[src/rtl/scara_pkg.sv]
// Shared state encoding, step-count width and default timing for the SCARA stepper pulse path.
package scara_pkg;

    localparam int STEP_W          = 8;
    localparam int HALF_PERIOD_DEF = 2500;
    localparam int DIR_SETUP_DEF   = 100;

    typedef enum logic [1:0] {
        IDLE       = 2'd0,
        SETUP      = 2'd1,
        PULSE_HIGH = 2'd2,
        PULSE_LOW  = 2'd3
    } stepper_state_t;

    function automatic int max2(input int a, input int b);
        return (a > b) ? a : b;
    endfunction

endpackage

[src/rtl/stepper_pulse_driver_if.sv]
// Move request from the SCARA controller plus the STEP/DIR pin bundle of both axes.
interface stepper_pulse_driver_if;

    logic [scara_pkg::STEP_W-1:0] steps1;
    logic [scara_pkg::STEP_W-1:0] steps2;
    logic                         dir1;
    logic                         dir2;
    logic                         dataReady;
    logic                         stepPulse1;
    logic                         stepPulse2;
    logic                         dirOut1;
    logic                         dirOut2;
    logic                         stepperReady;
    logic                         busy;

    modport master (
        output steps1, steps2, dir1, dir2, dataReady,
        input  stepPulse1, stepPulse2, dirOut1, dirOut2, stepperReady, busy
    );

    modport slave (
        input  steps1, steps2, dir1, dir2, dataReady,
        output stepPulse1, stepPulse2, dirOut1, dirOut2, stepperReady, busy
    );

endinterface

[src/rtl/step_axis.sv]
// One axis: remaining-step counter and STEP pin. The pin is registered from next-state values,
// so it rises and falls on the same clock edge as the shared FSM phase change.
module step_axis
    import scara_pkg::*;
(
    input  logic              clk,
    input  logic              reset,
    input  logic              load_i,
    input  logic [STEP_W-1:0] steps_i,
    input  logic              dec_i,
    input  logic              high_nxt_i,
    output logic              zero_o,
    output logic              zero_nxt_o,
    output logic              pulse_o
);

    logic [STEP_W-1:0] count_q, count_d;
    logic              pulse_q, pulse_d;

    // A zero count is never decremented, so a short axis simply idles at zero.
    always_comb begin
        count_d = count_q;
        if (load_i) begin
            count_d = steps_i;
        end else if (dec_i && (count_q != '0)) begin
            count_d = count_q - 1'b1;
        end
    end

    assign pulse_d = high_nxt_i & (count_d != '0);

    always_ff @(posedge clk or negedge reset) begin
        if (!reset) begin
            count_q <= '0;
            pulse_q <= 1'b0;
        end else begin
            count_q <= count_d;
            pulse_q <= pulse_d;
        end
    end

    assign zero_o     = (count_q == '0);
    assign zero_nxt_o = (count_d == '0);
    assign pulse_o    = pulse_q;

endmodule

[src/rtl/stepper_pulse_driver.sv]
// Two-axis STEP/DIR generator: loads on a dataReady rising edge seen in IDLE, holds DIR for
// DIR_SETUP cycles, then emits max(steps1,steps2) shared-edge pulses; edges while busy are dropped.
module stepper_pulse_driver
    import scara_pkg::*;
#(
    parameter int HALF_PERIOD = HALF_PERIOD_DEF,
    parameter int DIR_SETUP   = DIR_SETUP_DEF
)
(
    input  logic                    clk,
    input  logic                    reset,
    stepper_pulse_driver_if.slave   bus
);

    localparam int TMR_MAX = max2(HALF_PERIOD, DIR_SETUP);
    localparam int TMR_W   = (TMR_MAX > 1) ? $clog2(TMR_MAX) : 1;
    localparam logic [TMR_W-1:0] HP_LOAD = TMR_W'(HALF_PERIOD - 1);
    localparam logic [TMR_W-1:0] DS_LOAD = TMR_W'(DIR_SETUP - 1);

    stepper_state_t    state_q, state_d;
    logic [TMR_W-1:0]  timer_q, timer_d;
    logic              prev_q;
    logic              dir1_q, dir2_q;
    logic              rdy_q, busy_q;

    logic              rise, load, dec, tmr_zero, high_nxt;
    logic              zero1, zero2, zero1_nxt, zero2_nxt;
    logic              pulse1, pulse2;

    assign rise     = bus.dataReady & ~prev_q;
    assign tmr_zero = (timer_q == '0);
    assign load     = (state_q == IDLE) && rise;
    assign dec      = (state_q == PULSE_LOW) && tmr_zero;
    assign high_nxt = (state_d == PULSE_HIGH);

    always_comb begin
        state_d = state_q;
        timer_d = timer_q;
        case (state_q)
            IDLE: begin
                if (rise) begin
                    state_d = SETUP;
                    timer_d = DS_LOAD;
                end
            end
            SETUP: begin
                if (!tmr_zero) begin
                    timer_d = timer_q - 1'b1;
                end else if (zero1 && zero2) begin
                    state_d = IDLE;
                end else begin
                    state_d = PULSE_HIGH;
                    timer_d = HP_LOAD;
                end
            end
            PULSE_HIGH: begin
                if (!tmr_zero) begin
                    timer_d = timer_q - 1'b1;
                end else begin
                    state_d = PULSE_LOW;
                    timer_d = HP_LOAD;
                end
            end
            PULSE_LOW: begin
                // Exit decision uses post-decrement counts so the last low phase ends the move.
                if (!tmr_zero) begin
                    timer_d = timer_q - 1'b1;
                end else if (zero1_nxt && zero2_nxt) begin
                    state_d = IDLE;
                end else begin
                    state_d = PULSE_HIGH;
                    timer_d = HP_LOAD;
                end
            end
            default: begin
                state_d = IDLE;
                timer_d = '0;
            end
        endcase
    end

    always_ff @(posedge clk or negedge reset) begin
        if (!reset) begin
            state_q <= IDLE;
            timer_q <= '0;
            prev_q  <= 1'b0;
            dir1_q  <= 1'b0;
            dir2_q  <= 1'b0;
            rdy_q   <= 1'b1;
            busy_q  <= 1'b0;
        end else begin
            state_q <= state_d;
            timer_q <= timer_d;
            prev_q  <= bus.dataReady;
            if (load) begin
                dir1_q <= bus.dir1;
                dir2_q <= bus.dir2;
            end
            rdy_q   <= (state_d == IDLE);
            busy_q  <= (state_d != IDLE);
        end
    end

    step_axis u_axis1 (
        .clk        (clk),
        .reset      (reset),
        .load_i     (load),
        .steps_i    (bus.steps1),
        .dec_i      (dec),
        .high_nxt_i (high_nxt),
        .zero_o     (zero1),
        .zero_nxt_o (zero1_nxt),
        .pulse_o    (pulse1)
    );

    step_axis u_axis2 (
        .clk        (clk),
        .reset      (reset),
        .load_i     (load),
        .steps_i    (bus.steps2),
        .dec_i      (dec),
        .high_nxt_i (high_nxt),
        .zero_o     (zero2),
        .zero_nxt_o (zero2_nxt),
        .pulse_o    (pulse2)
    );

    assign bus.stepPulse1   = pulse1;
    assign bus.stepPulse2   = pulse2;
    assign bus.dirOut1      = dir1_q;
    assign bus.dirOut2      = dir2_q;
    assign bus.stepperReady = rdy_q;
    assign bus.busy         = busy_q;

endmodule

[src/flat_wrapper.sv]
// flat-port wrapper written by rule: the top's interface ports become plain ports
module stepper_pulse_driver_flat import scara_pkg::*;
#(
    parameter int HALF_PERIOD = HALF_PERIOD_DEF,
    parameter int DIR_SETUP   = DIR_SETUP_DEF
)
  (clk, reset, bus_steps1, bus_steps2, bus_dir1, bus_dir2, bus_dataReady, bus_stepPulse1, bus_stepPulse2, bus_dirOut1, bus_dirOut2, bus_stepperReady, bus_busy);
  stepper_pulse_driver_if bus_i ();
  input  logic clk;
  input  logic reset;
  input wire logic [$bits(bus_i.steps1)-1:0] bus_steps1;
  input wire logic [$bits(bus_i.steps2)-1:0] bus_steps2;
  input wire logic [$bits(bus_i.dir1)-1:0] bus_dir1;
  input wire logic [$bits(bus_i.dir2)-1:0] bus_dir2;
  input wire logic [$bits(bus_i.dataReady)-1:0] bus_dataReady;
  output wire logic [$bits(bus_i.stepPulse1)-1:0] bus_stepPulse1;
  output wire logic [$bits(bus_i.stepPulse2)-1:0] bus_stepPulse2;
  output wire logic [$bits(bus_i.dirOut1)-1:0] bus_dirOut1;
  output wire logic [$bits(bus_i.dirOut2)-1:0] bus_dirOut2;
  output wire logic [$bits(bus_i.stepperReady)-1:0] bus_stepperReady;
  output wire logic [$bits(bus_i.busy)-1:0] bus_busy;
  assign bus_i.steps1 = bus_steps1;
  assign bus_i.steps2 = bus_steps2;
  assign bus_i.dir1 = bus_dir1;
  assign bus_i.dir2 = bus_dir2;
  assign bus_i.dataReady = bus_dataReady;
  assign bus_stepPulse1 = bus_i.stepPulse1;
  assign bus_stepPulse2 = bus_i.stepPulse2;
  assign bus_dirOut1 = bus_i.dirOut1;
  assign bus_dirOut2 = bus_i.dirOut2;
  assign bus_stepperReady = bus_i.stepperReady;
  assign bus_busy = bus_i.busy;
  stepper_pulse_driver #(.HALF_PERIOD(HALF_PERIOD), .DIR_SETUP(DIR_SETUP)) u_core (.clk(clk), .reset(reset), .bus(bus_i));
endmodule
[config.mk]
export PLATFORM = sky130hd
export DESIGN_NAME = stepper_pulse_driver_flat
export DESIGN_NICKNAME = d
export VERILOG_FILES = /design/src/rtl/scara_pkg.sv /design/src/rtl/stepper_pulse_driver_if.sv /design/src/rtl/step_axis.sv /design/src/rtl/stepper_pulse_driver.sv /design/src/flat_wrapper.sv
export SDC_FILE = /design/constraint.sdc
export NUM_CORES = 1
export LEC_CHECK = 0
export ABC_AREA = 0
export BUFFER_PORTS_ARGS = -buffer_cell sky130_fd_sc_hd__buf_2
export CORE_MARGIN = 2
export CORE_UTILIZATION = 60
export CTS_BUF_LIST = sky130_fd_sc_hd__clkbuf_4 sky130_fd_sc_hd__clkbuf_8
export CTS_CLUSTER_DIAMETER = 30
export DETAILED_ROUTE_END_ITERATION = 8
export GPL_TIMING_DRIVEN = 0
export PLACE_DENSITY = 0.81
export SLEW_MARGIN = 20
export SYNTH_ARGS = -nofsm -noshare
export SYNTH_HDL_FRONTEND = slang
export SYNTH_SLANG_ARGS = --single-unit
[constraint.sdc]
create_clock -name clk -period 4.5 [get_ports clk]
set_input_delay 0.45 -clock clk [delete_from_list [all_inputs] [get_ports clk]]
set_output_delay 0.45 -clock clk [all_outputs]
set_load 0.03 [all_outputs]
==> impl_metrics.toml <==
[status]
status = "finished, final reports clean"

[yosys]
synth.net_count = 261
synth_edf_count = 0
synth_seq_cells = 37
synth_top_cell_area_share_pct = 41.8
synth_area_um2 = 2150
yosys_warnings = 0
synth_top_area_cell = "dfrtp_1"
async_reset_ff_share_pct = 100
synthCells = 236
yosys_most_used_dff = "dfrtp_1"
yosysUniqueCellTypes = 47
synth_area_leaders = "dfrtp_1, a31oi_1, nor2_1, o21ai_0, or4_1"
seq_area_frac_synth_pct = 43.1
syn_area_per_cell_um2 = 9.12

[drt]
drc_errors = 0
vias_per_cell = 6.36
via_count = 2009
dr.pass1.iters = 5
postRouteAntennaNets = 0
wl_per_cell_um = 15.7
drt_iter0_markers = 169
wirelength_um = 4970

[clocking]
post_cts_buffers = 0
cts_root_buf = "clkbuf_4"
clock_latency_ns = 0.35
h-tree-depth = 2
cts_tree = "done"
numCtsBuffers = 5
cts_resized = 0
clockBufferDepth = 2
cts.clk_slew.worst_paths_ns = 0.12
hold_buffers = 0
clock_sinks = 37

[finish]
multi_input_area_um2 = 1140
layout.cells.most_common = "dfrtp_1"
fill_cells = 288
area_growth_pct = 11.6
finalNonFillerCells = 316
drive_above_1_share_pct = 19.6
diodes = 0
nNetsFinal = 294
regArea_um2 = 927
final_cell_mix = "dfrtp_1, buf_2, nor2_1"

[power]
p_seq_share_pct = 61.5
power_density_nw_per_um2 = 239
p_sw_uw = 148
clkPwrFrac_pct = 30.7
p_leak_uw = 0.000958
p_comb_share_pct = 7.7
ir_drop_uv = 193
p_int_uw = 427
p_sw_share_pct = 25.7

[sta]
max_freq_mhz = 247
slew_viol_final = 0
hold_viol = 0
setup_tns_ns = 0
fin_crit_sh_pct = 89.8
tightest_slew_ns = 0.967
min_period_ns = 4.04
rsz0062_at_grt = "false"
fin_skew_ns = 0.0132
slew_headroom_pct = 34.9
setup_violations = 0

[setup_path]
critPathMaxStageDelay_ns = 0.55
criticalPathCategory = "register to register"
path_buf_inv = 5
crit_family = "simple AND/OR/NAND/NOR gates"
path_cells = "inv_1, ha_1, or4b_1, or4_1, buf_2, clkbuf_1, o21ai_0, a31oi_1, nor4_1, and4_4, or2_1, buf_6, inv_2, o221a_1"
critPathRequiredTime_ns = 4.75
crit_arrival_ns = 4.29
crit_slowest_cell = "nor4_1"
worst-path-max-fanout = 10
endpoint_kind = "register"
worstSetupStartpointType = "register"

[placed_design]
portBuffers = 26
place.gp.congestion = 0.894
placed_cells = 308
dp_hpwl_um = 3600

[global_routing]
grt_pass1_vias = 1813
overflow = 0
grt_start_max_net_pins = 38
grt_pass1_wl_um = 8690
antenna_found_initial = 0
track_usage_pct = 27.4

[floorplanning]
core-area_um2 = 3390
die_w_um = 63.9
io_pins = 27
rows = 21
initial_utilization_pct = 63.5
dieArea_um2 = 4080
die-height_um = 63.9

[min_path]
hold_class = "input pin to async pin"

[job]
cap_violations = 0
[layer usage]
metal / up-vias / global-route usage, % / part of all wire, %
li1: 977 / - / -
met1: 930 / 41.1 / 48
met2: 94 / 39.8 / 44
met3: 8 / 5.46 / 7.5
met4: 0 / 8.70 / 0.93
met5: - / 0 / 0
[kinds of logic (layout without fill, tap and decap cells)]
family          after synthesis  in the layout  share of synthesized area [%]
fa+ha+maj                     4              4                           2.32
compound gates               69             69                           22.3
flops                        37             37                           43.1
buf+inv                      21             55                           4.42
simple gates                105            105                           27.9
[stage by stage]
stage	hold WS [ns]	util (%)	instance area [um2]	power, uW	worst slack, ns
detailed placement	0.469	69.3	2350	405	0.470
global placement	0.454	69.1	2340	404	0.521
CTS	0.207	70.9	2400	576	0.435
finish	0.175	70.9	2400	575	0.457
global route	0.221	70.9	2400	602	0.165
floorplan	0.154	-	2150	381	0.954
[flip-flops by register name (all words and copies together), names as in the netlist]
signal and cells:
u_core.bus.stepperReady 1, u_core.u_axis1.count_q 8, u_core.bus.dirOut1 1, u_core.u_axis2.pulse_o 1
u_core.prev_q 1, u_core.state_q 2, u_core.bus.busy 1, u_core.u_axis2.count_q 8
u_core.u_axis1.pulse_o 1, u_core.timer_q 12, u_core.bus.dirOut2 1
[cell usage after synthesis (all sizes together) (7+ instances only)]
cell and instances:
nor2 23, nand2 17, nor3 12, or4 13, o21ai 16, nor4 7, inv 10, or3 9
dfrtp 36, clkbuf 8, o31ai 7, a31oi 19
[power by group through the flow]
stage          logic, uW  clock network, uW  registers (uW)
3_3_place_gp        44.0                  0             360
2_1_floorplan       22.1                  0             359
3_5_place_dp        44.5                  0             360
6_report            44.5                177             354
5_1_grt             51.1                195             356
4_1_cts             44.8                178             354
[final timing paths]
check | startpoint | endpoint | slack [ns] | depth (start not counted)
max | u_core.timer_q[0] | u_core.timer_q[11] | 0.46 | 14
min | reset | u_core.u_axis1.count_q[6] | 0.17 | 1
max reg2reg | u_core.timer_q[0] | u_core.timer_q[11] | 0.46 | 14
min reg2reg | u_core.bus.dirOut2 | u_core.bus.dirOut2 | 0.49 | 2
max in group asynchronous | reset | u_core.timer_q[10] | 3.81 | 1
min in group clk | bus_dataReady | u_core.prev_q | 0.24 | 1
[area by class of cell]
cell class / count / area share (%)
plain buffers: 11 / 2.40
clock buffers: 6 / 1.88
clock inverters: 2 / 0.417
inverters: 10 / 1.56
multi-input cells: 178 / 47.3
flip-flops and latches: 37 / 38.6
well taps: 46 / 2.40
repair buffers: 26 / 5.42
No activity file was read; power rests on OpenSTA's default activity.
